--- config.mk ---
export PLATFORM = sky130hd
export DESIGN_NAME = log_dump_controller
export DESIGN_NICKNAME = d
export VERILOG_FILES = /design/src/rtl/log_dump_controller.sv
export SDC_FILE = /design/constraint.sdc
export NUM_CORES = 1
export LEC_CHECK = 0
export CAP_MARGIN = 20
export CORE_MARGIN = 4
export CORE_UTILIZATION = 40
export CTS_CLUSTER_DIAMETER = 50
export DETAILED_ROUTE_END_ITERATION = 16
export GPL_ROUTABILITY_DRIVEN = 0
export HOLD_SLACK_MARGIN = 0.06
export PLACE_DENSITY_LB_ADDON = 0.25
export SYNTH_ARGS = -nofsm -noshare
export SYNTH_HDL_FRONTEND = slang
export SYNTH_SLANG_ARGS = --single-unit
--- constraint.sdc ---
create_clock -name clk -period 3.2 [get_ports clk]
set_input_delay 0.64 -clock clk [delete_from_list [all_inputs] [get_ports clk]]
set_output_delay 0.64 -clock clk [all_outputs]
set_load 0.02 [all_outputs]
--- src/rtl/log_dump_controller.sv ---
`default_nettype none
// ============================================================================
//  Module   : log_dump_controller
//  Purpose  : Runs one capture-and-dump cycle of the equalizer data logger.
//             A host start command latches the log source and arms capture.
//             The block then waits for capture completion and reads the
//             logger RAM back word by word. Each 32-bit word is sent MSB-first
//             as a byte stream using a valid/ready handshake.
//  Options  : DUMP_HEADER_EN - when defined, a 3-byte header is sent before
//             the data: A5, 5A, {5'b0, sel}.
//  Ports    : clk, i_reset (sync, active-high)
//             i_cmd_start/i_cmd_sel/i_cmd_abort  - host command interface
//             i_capture_done, i_ram_data          - logger status / read data
//             o_data_sel, o_en_write, o_en_read,
//             o_read_adrs                         - logger control
//             o_byte, o_byte_valid, i_byte_ready  - byte stream to UART
//             o_busy, o_done, o_err               - status
//  Revision : 1.0 - initial release
// ============================================================================
module log_dump_controller #(
    parameter int RAM_WIDTH    = 32,
    parameter int RAM_DEPTH    = 32768,
    parameter int N_WORDS      = 32768,
    parameter int READ_LATENCY = 1,
    localparam int AW          = $clog2(RAM_DEPTH)
) (
    input  logic                 clk,
    input  logic                 i_reset,
    input  logic                 i_cmd_start,
    input  logic [2:0]           i_cmd_sel,
    input  logic                 i_cmd_abort,
    input  logic                 i_capture_done,
    input  logic [RAM_WIDTH-1:0] i_ram_data,
    input  logic                 i_byte_ready,
    output logic [2:0]           o_data_sel,
    output logic                 o_en_write,
    output logic                 o_en_read,
    output logic [AW-1:0]        o_read_adrs,
    output logic [7:0]           o_byte,
    output logic                 o_byte_valid,
    output logic                 o_busy,
    output logic                 o_done,
    output logic                 o_err
);

    localparam int AW1 = AW + 1;
    localparam int LW  = (READ_LATENCY > 1) ? $clog2(READ_LATENCY) : 1;
    localparam logic [AW:0]   c_last_addr = AW1'(N_WORDS - 1);
    localparam logic [LW-1:0] c_lat_last  = LW'(READ_LATENCY - 1);

    typedef enum logic [2:0] {
        S_IDLE    = 3'd0,
        S_ARM     = 3'd1,
        S_CAPTURE = 3'd2,
`ifdef DUMP_HEADER_EN
        S_HEADER  = 3'd3,
`endif
        S_RD_REQ  = 3'd4,
        S_RD_WAIT = 3'd5,
        S_SEND    = 3'd6,
        S_DONE    = 3'd7
    } state_t;

    state_t         r_state, w_state_next;
    logic [2:0]     r_sel, w_sel_next;
    // One bit wider than the RAM address so N_WORDS == RAM_DEPTH cannot wrap.
    logic [AW:0]    r_addr, w_addr_next;
    logic [LW-1:0]  r_lat, w_lat_next;
    logic [31:0]    r_shift, w_shift_next;
    logic [1:0]     r_cnt, w_cnt_next;
    logic [7:0]     r_byte, w_byte_next;
    logic           r_valid, w_valid_next;
    logic [AW-1:0]  r_adrs, w_adrs_next;
    logic           r_err, w_err_next;
    logic           r_en_write, r_en_read, r_busy, r_done;
    logic           w_en_read_next;
    logic           w_xfer;

    // Byte idx of the captured word, MSB first.
    function automatic logic [7:0] word_byte(input logic [31:0] w, input logic [1:0] idx);
        case (idx)
            2'd0:    word_byte = w[31:24];
            2'd1:    word_byte = w[23:16];
            2'd2:    word_byte = w[15:8];
            default: word_byte = w[7:0];
        endcase
    endfunction

    assign w_xfer = r_valid & i_byte_ready;

    always_comb begin
        w_state_next = r_state;
        w_sel_next   = r_sel;
        w_addr_next  = r_addr;
        w_lat_next   = r_lat;
        w_shift_next = r_shift;
        w_cnt_next   = r_cnt;
        w_byte_next  = r_byte;
        w_valid_next = r_valid;
        w_adrs_next  = r_adrs;
        w_err_next   = 1'b0;

        if (i_cmd_abort) begin
            // Abort wins over everything, including a same-cycle start.
            w_state_next = S_IDLE;
            w_valid_next = 1'b0;
        end else begin
            case (r_state)
                S_IDLE: begin
                    if (i_cmd_start) begin
                        if (i_cmd_sel == 3'b001 || i_cmd_sel == 3'b010 || i_cmd_sel == 3'b011) begin
                            w_sel_next   = i_cmd_sel;
                            w_addr_next  = '0;
                            w_state_next = S_ARM;
                        end else begin
                            w_err_next = 1'b1;
                        end
                    end
                end
                // A capture_done arriving while in ARM is deliberately ignored.
                S_ARM: w_state_next = S_CAPTURE;
                S_CAPTURE: begin
                    if (i_capture_done) begin
                        w_cnt_next   = 2'd0;
                        w_valid_next = 1'b0;
`ifdef DUMP_HEADER_EN
                        w_state_next = S_HEADER;
`else
                        w_state_next = S_RD_REQ;
`endif
                    end
                end
`ifdef DUMP_HEADER_EN
                S_HEADER: begin
                    if (!r_valid) begin
                        w_byte_next  = 8'hA5;
                        w_valid_next = 1'b1;
                    end else if (w_xfer) begin
                        if (r_cnt == 2'd2) begin
                            w_valid_next = 1'b0;
                            w_cnt_next   = 2'd0;
                            w_state_next = S_RD_REQ;
                        end else begin
                            w_cnt_next  = r_cnt + 2'd1;
                            w_byte_next = (r_cnt == 2'd0) ? 8'h5A : {5'b0, r_sel};
                        end
                    end
                end
`endif
                S_RD_REQ: begin
                    w_lat_next   = '0;
                    w_state_next = S_RD_WAIT;
                end
                S_RD_WAIT: begin
                    if (r_lat == c_lat_last) begin
                        w_shift_next = i_ram_data;
                        w_cnt_next   = 2'd0;
                        w_valid_next = 1'b0;
                        w_state_next = S_SEND;
                    end else begin
                        w_lat_next = r_lat + 1'b1;
                    end
                end
                S_SEND: begin
                    // First SEND cycle presents the MSB; each transfer advances.
                    if (!r_valid) begin
                        w_byte_next  = word_byte(r_shift, 2'd0);
                        w_valid_next = 1'b1;
                    end else if (w_xfer) begin
                        if (r_cnt == 2'd3) begin
                            w_valid_next = 1'b0;
                            if (r_addr == c_last_addr) begin
                                w_state_next = S_DONE;
                            end else begin
                                w_addr_next  = r_addr + 1'b1;
                                w_state_next = S_RD_REQ;
                            end
                        end else begin
                            w_cnt_next  = r_cnt + 2'd1;
                            w_byte_next = word_byte(r_shift, r_cnt + 2'd1);
                        end
                    end
                end
                S_DONE:  w_state_next = S_IDLE;
                default: w_state_next = S_IDLE;
            endcase
        end

        // The read address is registered on entry to RD_REQ so the RAM sees
        // it throughout RD_REQ and the latency count starts in RD_WAIT.
        if (w_state_next == S_RD_REQ) begin
            w_adrs_next = w_addr_next[AW-1:0];
        end

        w_en_read_next = (w_state_next == S_RD_REQ)  || (w_state_next == S_RD_WAIT) ||
                         (w_state_next == S_SEND)    || (w_state_next == S_DONE);
`ifdef DUMP_HEADER_EN
        if (w_state_next == S_HEADER) begin
            w_en_read_next = 1'b1;
        end
`endif
    end

    always_ff @(posedge clk) begin
        if (i_reset) begin
            r_state    <= S_IDLE;
            r_sel      <= '0;
            r_addr     <= '0;
            r_lat      <= '0;
            r_shift    <= '0;
            r_cnt      <= '0;
            r_byte     <= '0;
            r_valid    <= 1'b0;
            r_adrs     <= '0;
            r_err      <= 1'b0;
            r_en_write <= 1'b0;
            r_en_read  <= 1'b0;
            r_busy     <= 1'b0;
            r_done     <= 1'b0;
        end else begin
            r_state    <= w_state_next;
            r_sel      <= w_sel_next;
            r_addr     <= w_addr_next;
            r_lat      <= w_lat_next;
            r_shift    <= w_shift_next;
            r_cnt      <= w_cnt_next;
            r_byte     <= w_byte_next;
            r_valid    <= w_valid_next;
            r_adrs     <= w_adrs_next;
            r_err      <= w_err_next;
            // Status outputs are registered from the next state so they are
            // aligned with the state they describe.
            r_en_write <= (w_state_next == S_ARM);
            r_en_read  <= w_en_read_next;
            r_busy     <= (w_state_next != S_IDLE);
            r_done     <= (w_state_next == S_DONE);
        end
    end

    assign o_data_sel   = r_sel;
    assign o_en_write   = r_en_write;
    assign o_en_read    = r_en_read;
    assign o_read_adrs  = r_adrs;
    assign o_byte       = r_byte;
    assign o_byte_valid = r_valid;
    assign o_busy       = r_busy;
    assign o_done       = r_done;
    assign o_err        = r_err;

endmodule
`default_nettype wire

; ---- Word level (Yosys, flattened, before mapping)
; Cells that the tools add are included.
[word_totals]
out_inout_bits = 32
inputBits = 41
register_bits = 86
elab_cells = 108
memories = 0
rom_bits = 0
latchBits = 0
ram_bits = 0
[classes]
n_div = 0
n_addsub = 3
bitwise_logic = 5
reduce_logical = 20
n_lt_le_gt_ge = 0
n_shift = 0
n_mul = 0
eq_ne = 28
mux = 37
[op_table]
columns = cell, n
row1 = $mux 16, 6
row2 = $pmux 16 s2, 1
row3 = $mux 3, 8
row4 = $mux 8, 3
row5 = $pmux 8 s3, 1
row6 = $eq 3x3->1 const B, 7
row7 = $ne 2x2->1 const B, 10
row8 = $pmux 3 s6, 1
row9 = $add 16x1->16 const B, 1
row10 = $eq 16x15->1 const B, 1
row11 = $mux 15, 1
row12 = $mux 2, 6
row13 = $eq 3x1->1 const B, 3
row14 = $eq 3x2->1 const B, 3
row15 = $reduce_and 4->1, 2
row16 = $reduce_and 8->1, 1
row17 = $mux 1, 7
row18 = $reduce_and 7->1, 1
row19 = $pmux 2 s3, 1
row20 = $reduce_and 3->1, 2
row21 = $reduce_bool 3->1, 2
row22 = $logic_or 1x1->1, 5
row23 = $eq 2x2->1 const B, 2
row24 = $not 1->1, 4
row25 = other kinds (13), 14

; ---- Logic depth before layout (Yosys ltp)
[logic_depth]
ltp_word = 11
mapped_depth = 8
depth_no_buf = 7

; ---- Worst setup path after synthesis
; Ideal clock, no wire load.
[synth_timing]
path_type = in2reg
startpoint = in i_cmd_abort
endpoint = reg r_adrs[9], in the netlist o_read_adrs[9]
path_slack_ns = 1.218
cell_stages = 6
n_path_buf = 1
arrival_ns = 1.845
t_required_ns = 3.063
setup_time_ns = 0.137
cell_sequence = buf_2 > nand4b_2 > nand2_1 > o21ai_0 > a21boi_0 > a211oi_2
[synth_via]
elab_chain_cells = 2
word_cells_on_any_way = 3
classes_between = eq/ne (1) / mux (2)
[synth_rtl]
columns = element, line
row1 = from (decl), 31  ; input logic i_cmd_abort,
row2 = $mux 3, 103  ; if (i_cmd_abort) begin
row3 = $eq 3x3->1, 191  ; if (w_state_next == S_RD_REQ) begin
row4 = to (signal assigned), 229  ; r_adrs <= w_adrs_next;
row5 = to (decl), 73  ; logic [AW-1:0] r_adrs, w_adrs_next;
; Several ways; a longest one is shown, not always the timed one.
; A chain may end at the register's enable or synchronous reset.

; ---- Final worst setup path
[layout_timing]
startpoint = in i_cmd_sel[0]
endpoint = reg r_adrs[9], in the netlist o_read_adrs[9]
[layout_via]
elab_chain_cells = 8
word_cells_on_any_way = 14
classes_between = eq/ne (4) / mux (8) / reduce/logical (2)
[layout_rtl]
columns = element, line
row1 = from (decl), 30  ; input logic [2:0] i_cmd_sel,
row2 = $eq 3x1->1 or $eq 3x2->1 (tied branches), 111  ; if (i_cmd_sel == 3'b001 || i_cmd_sel == 3'b010 || i_cmd_sel == 3'b011) begin
row3 = $logic_or 1x1->1, 111
row4 = $logic_or 1x1->1 (*), 111
row5 = $mux 3, 111
row6 = $mux 3, 110  ; if (i_cmd_start) begin
row7 = $pmux 3 s6, 108  ; case (r_state)
row8 = $mux 3, 103
row9 = $eq 3x3->1, 191
; Every way passes the cells marked *; elsewhere a longest branch is shown, timed or not. The select of a mux whose other input is x is not followed.

==> summary.md <==
| Metric | Value |
|---|---|
| Status | `finished, final reports clean` |
| Internal power | `roughly 1.4 mW` |
| Final Hold Viols | `0` |
| Slew @ Worst Pin | `0.796 ns` |
| Total routed wirelength | `between 9000 and 10,000 um` |
| Seq/Total Area, Yosys | `about 44%` |
| Share of total power in combinational logic | `about 5.4%` |
| Row count | `35` |
| Clock Tree Buf Depth | `2` |
| Iteration-0 DRC Markers | `229` |
| Commonest non-fill, non-tap cell in the layout | `nand2_1` |
| Nets | `around 590` |
| Cell Chain, Critical Path | `clkdlybuf4s50_1 -> o21ba_2 -> nand4b_2 -> nand2_1 -> o21ai_0 -> a21boi_0 -> a211oi_2` |
| Routed via count | `~3,600` |
| CP endpoint | `o_read_adrs[9]` |
| Crit-path max FO | `10` |
| Crit Path Class | `in -> reg` |
| Final ANT Viol Nets | `0` |
| Port bufs | `between 70 and 80` |
| Setup slack, reg-to-reg | `0.84 ns` |
| Syn avg cell area | `~8.1 um2` |
| Top FF cell, synth | `dfxtp_1` |
| Post-CTS Hold Buffers | `0` |
| Clock Sink Count | `85` |
| Register-to-Register Path Depth | `6` |
| Io pins | `73` |
| Critical path launch point type | `input port` |
| Total GRT Usage | `between 10% and 20%` |
| Initial Utilization | `a little over two fifths` |
| Clock power share | `between 30 and 40%` |
| Routed vias/inst | `5.36` |
| CTS Buf Count | `9` |
| PnR worst setup slack | `0.813 ns` |
| Power after layout | `about 1.9 mW` |
| Mapped Cells | `482` |
| Share of cells above drive strength 1 | `around a tenth` |
| Root Buffer Master | `clkbuf_8` |
| P_sw | `around 0.44 mW` |
| Grt met1 use | `roughly a quarter` |
| Async S/R FF share, synth | `0%` |
| Drt wl/cell | `about 15 um` |
| First-pass GRT wire length | `about 17,000 um` |
| Setup Total Neg Slack | `0 ns` |
| Post-Syn Nets | `529` |
| Reg2reg end | `o_read_adrs[9]` |
| Final period util | `between 70% and 80%` |
| Max Slew Vio Count | `0` |
| CP Data Arrival Time | `approximately 2.6 ns` |
| Chip height | `roughly 110 um` |
| Core Region | `roughly 9400 um2` |
| Slew headroom | `a little under half` |
| Most frequent cells in the layout | `nand2_1 (99), dfxtp_1 (85), clkdlybuf4s50_1 (71), nor2_1 (51), a21oi_1 (48)` |
| Min-delay worst type | `reg -> reg` |
| Clock skew | `0.00763 ns` |
| Area grow syn2layout | `25.6%` |
| Drt pass-1 iters | `6` |
| Yosys warning total | `0` |
| Number of max-cap violations | `0` |
| Largest net degree at the start of global routing | `42` |
| #FFs+latches synth | `85` |
| Die Area | `11,400 um2` |
| P per Cell Area | `380 nW/um2` |
| H-tree Lvls | `3` |
| Tmin final | `about 2.4 ns` |
| Post-synth cell types | `53` |
| Slowest stage delay, CP | `around 0.48 ns` |
| Final setup viols | `0` |
| RSZ-0062 raised after global routing | `false` |
| Worst hold slack | `approximately 0.43 ns` |
| Met2 usage | `26.8%` |
| EDFF count, synth | `0` |
| # diodes | `0` |
| Most Crowded Layer GR | `met2` |
| Sw Share | `23.8%` |
| Synth Cell Area | `about 3900 um2` |
| Post-CTS setup buffer count | `0` |
| TritonCTS clock tree | `built` |
| Core Util, Final | `a little over half` |
| DRC Markers | `0` |
| Vias in the first global route | `~3,400` |
| VDD IR max | `approximately 230 uV` |
| CP endpoint kind | `flop` |
| Hpwl dp | `slightly above 7000 um` |
| Pre-CTS setup slack | `between 0.4 and 0.5 ns` |
| Sequential share of power | `between 50% and 60%` |
| Slowest-stage cell, CP | `clkdlybuf4s50_1` |
| CP startpoint | `i_cmd_sel[0]` |
| Reg2reg start | `r_state[2]` |
| Chip Width | `roughly 110 um` |
| Max Clock Freq | `419 MHz` |
| Global Route met3 Usage | `about 4.0%` |
| Post-cts sizing count | `0` |
| Initial antenna violation count | `0` |
| Gr ovfl total | `0` |
| Worst-Skew Late Latency | `between 0.3 and 0.4 ns` |
| Worst EP required | `3.44 ns` |
| Clock transition at path regs | `0.09 ns` |
| Pleak | `1.60 nW` |
==> per-layer routing <==
metal	routed length, um	vias up	part of all wire (%)
li1	-	1819	-
met1	4720	1683	48
met2	4480	123	45
met3	598	11	6.0
met4	119	0	1.2
met5	0	-	0
==> sequential cells by signal, summed over array words and instances, names as in the netlist <==
signal / cells
o_read_adrs: 15
r_shift: 32
o_busy: 1
o_err: 1
o_done: 1
o_en_read: 1
r_cnt: 2
o_byte_valid: 1
o_en_write: 1
r_state: 3
r_addr: 16
o_data_sel: 3
o_byte: 8
==> how the worst min path moves through the flow <==
| stage | start | to | slack (ns) | depth (start not counted) |
|---|---|---|---|---|
| after floorplan | r_shift[10] | r_shift[10] | 0.44 | 2 |
| after global placement | o_data_sel[2] | o_data_sel[2] | 0.42 | 2 |
| after detailed placement | o_data_sel[2] | o_data_sel[2] | 0.42 | 2 |
| after CTS | o_data_sel[2] | o_data_sel[2] | 0.43 | 2 |
| after global routing | o_data_sel[2] | o_data_sel[2] | 0.47 | 2 |
| final | o_data_sel[2] | o_data_sel[2] | 0.43 | 2 |
==> stage by stage <==
stage | std cells | area [um2]
2_1_floorplan | 482 | 3910
3_3_place_gp | 662 | 4730
3_5_place_dp | 662 | 4730
4_1_cts | 678 | 4910
5_1_grt | 678 | 4910
6_report | 678 | 4910
==> power groups by stage <==
| stage | Clock [mW] | Sequential, mW | Combinational [mW] |
|---|---|---|---|
| finish | 0.705 | 1.06 | 0.101 |
| global route | 0.777 | 1.06 | 0.109 |
| CTS | 0.727 | 1.06 | 0.102 |
| detailed placement | 0 | 1.09 | 0.101 |
| global placement | 0 | 1.09 | 0.100 |
| floorplan | 0 | 1.09 | 0.0337 |
==> worst max-delay path: cells and delay by family <==
| family | cells | cell delay (ns) |
|---|---|---|
| compound gates | 4 | 0.77 |
| simple gates | 2 | 0.74 |
| buf+inv | 1 | 0.48 |
==> cell families after synthesis <==
| kind of cell | synth area share, % |
|---|---|
| simple gates | 24.9 |
| mux | 0.800 |
| flops | 43.5 |
| xor+xnor | 0.448 |
| buf+inv | 4.45 |
| fa+ha+maj | 1.92 |
| compound gates | 24.0 |
==> cell type report <==
| type | count | area (um2) |
|---|---|---|
| well taps | 129 | 161 |
| fillers | 962 | 4460 |
| multi-input cells | 357 | 2040 |
| clock inverters | 6 | 46.3 |
| repair buffers | 83 | 798 |
| inverters | 8 | 30.0 |
| flip-flops and latches | 85 | 1700 |
| clock buffers | 10 | 138 |
==> Yosys cell counts (all sizes together) (2+ instances only) <==
library cell,instances,area [um2]
nand2,99,372
dfxtp,85,1700
nor2,51,191
a21oi,49,249
o21ai,25,125
a211oi,23,230
clkbuf,23,86.3
a22oi,20,150
nand3,14,80.1
buf,9,57.6
inv,8,30.0
nor3,7,40.0
nor4,7,58.8
a31oi,6,37.5
ha,6,75.1
and3,5,31.3
nor2b,5,31.3
nand3b,3,22.5
nand4,3,18.8
nand4b,3,38.8
a21boi,2,15.0
a31o,2,17.5
a41oi,2,17.5
and2,2,12.5
mux2i,2,20.0
nand2b,2,12.5
o211ai,2,28.8
xor2,2,17.5
Power figures use the tool's default switching activity.
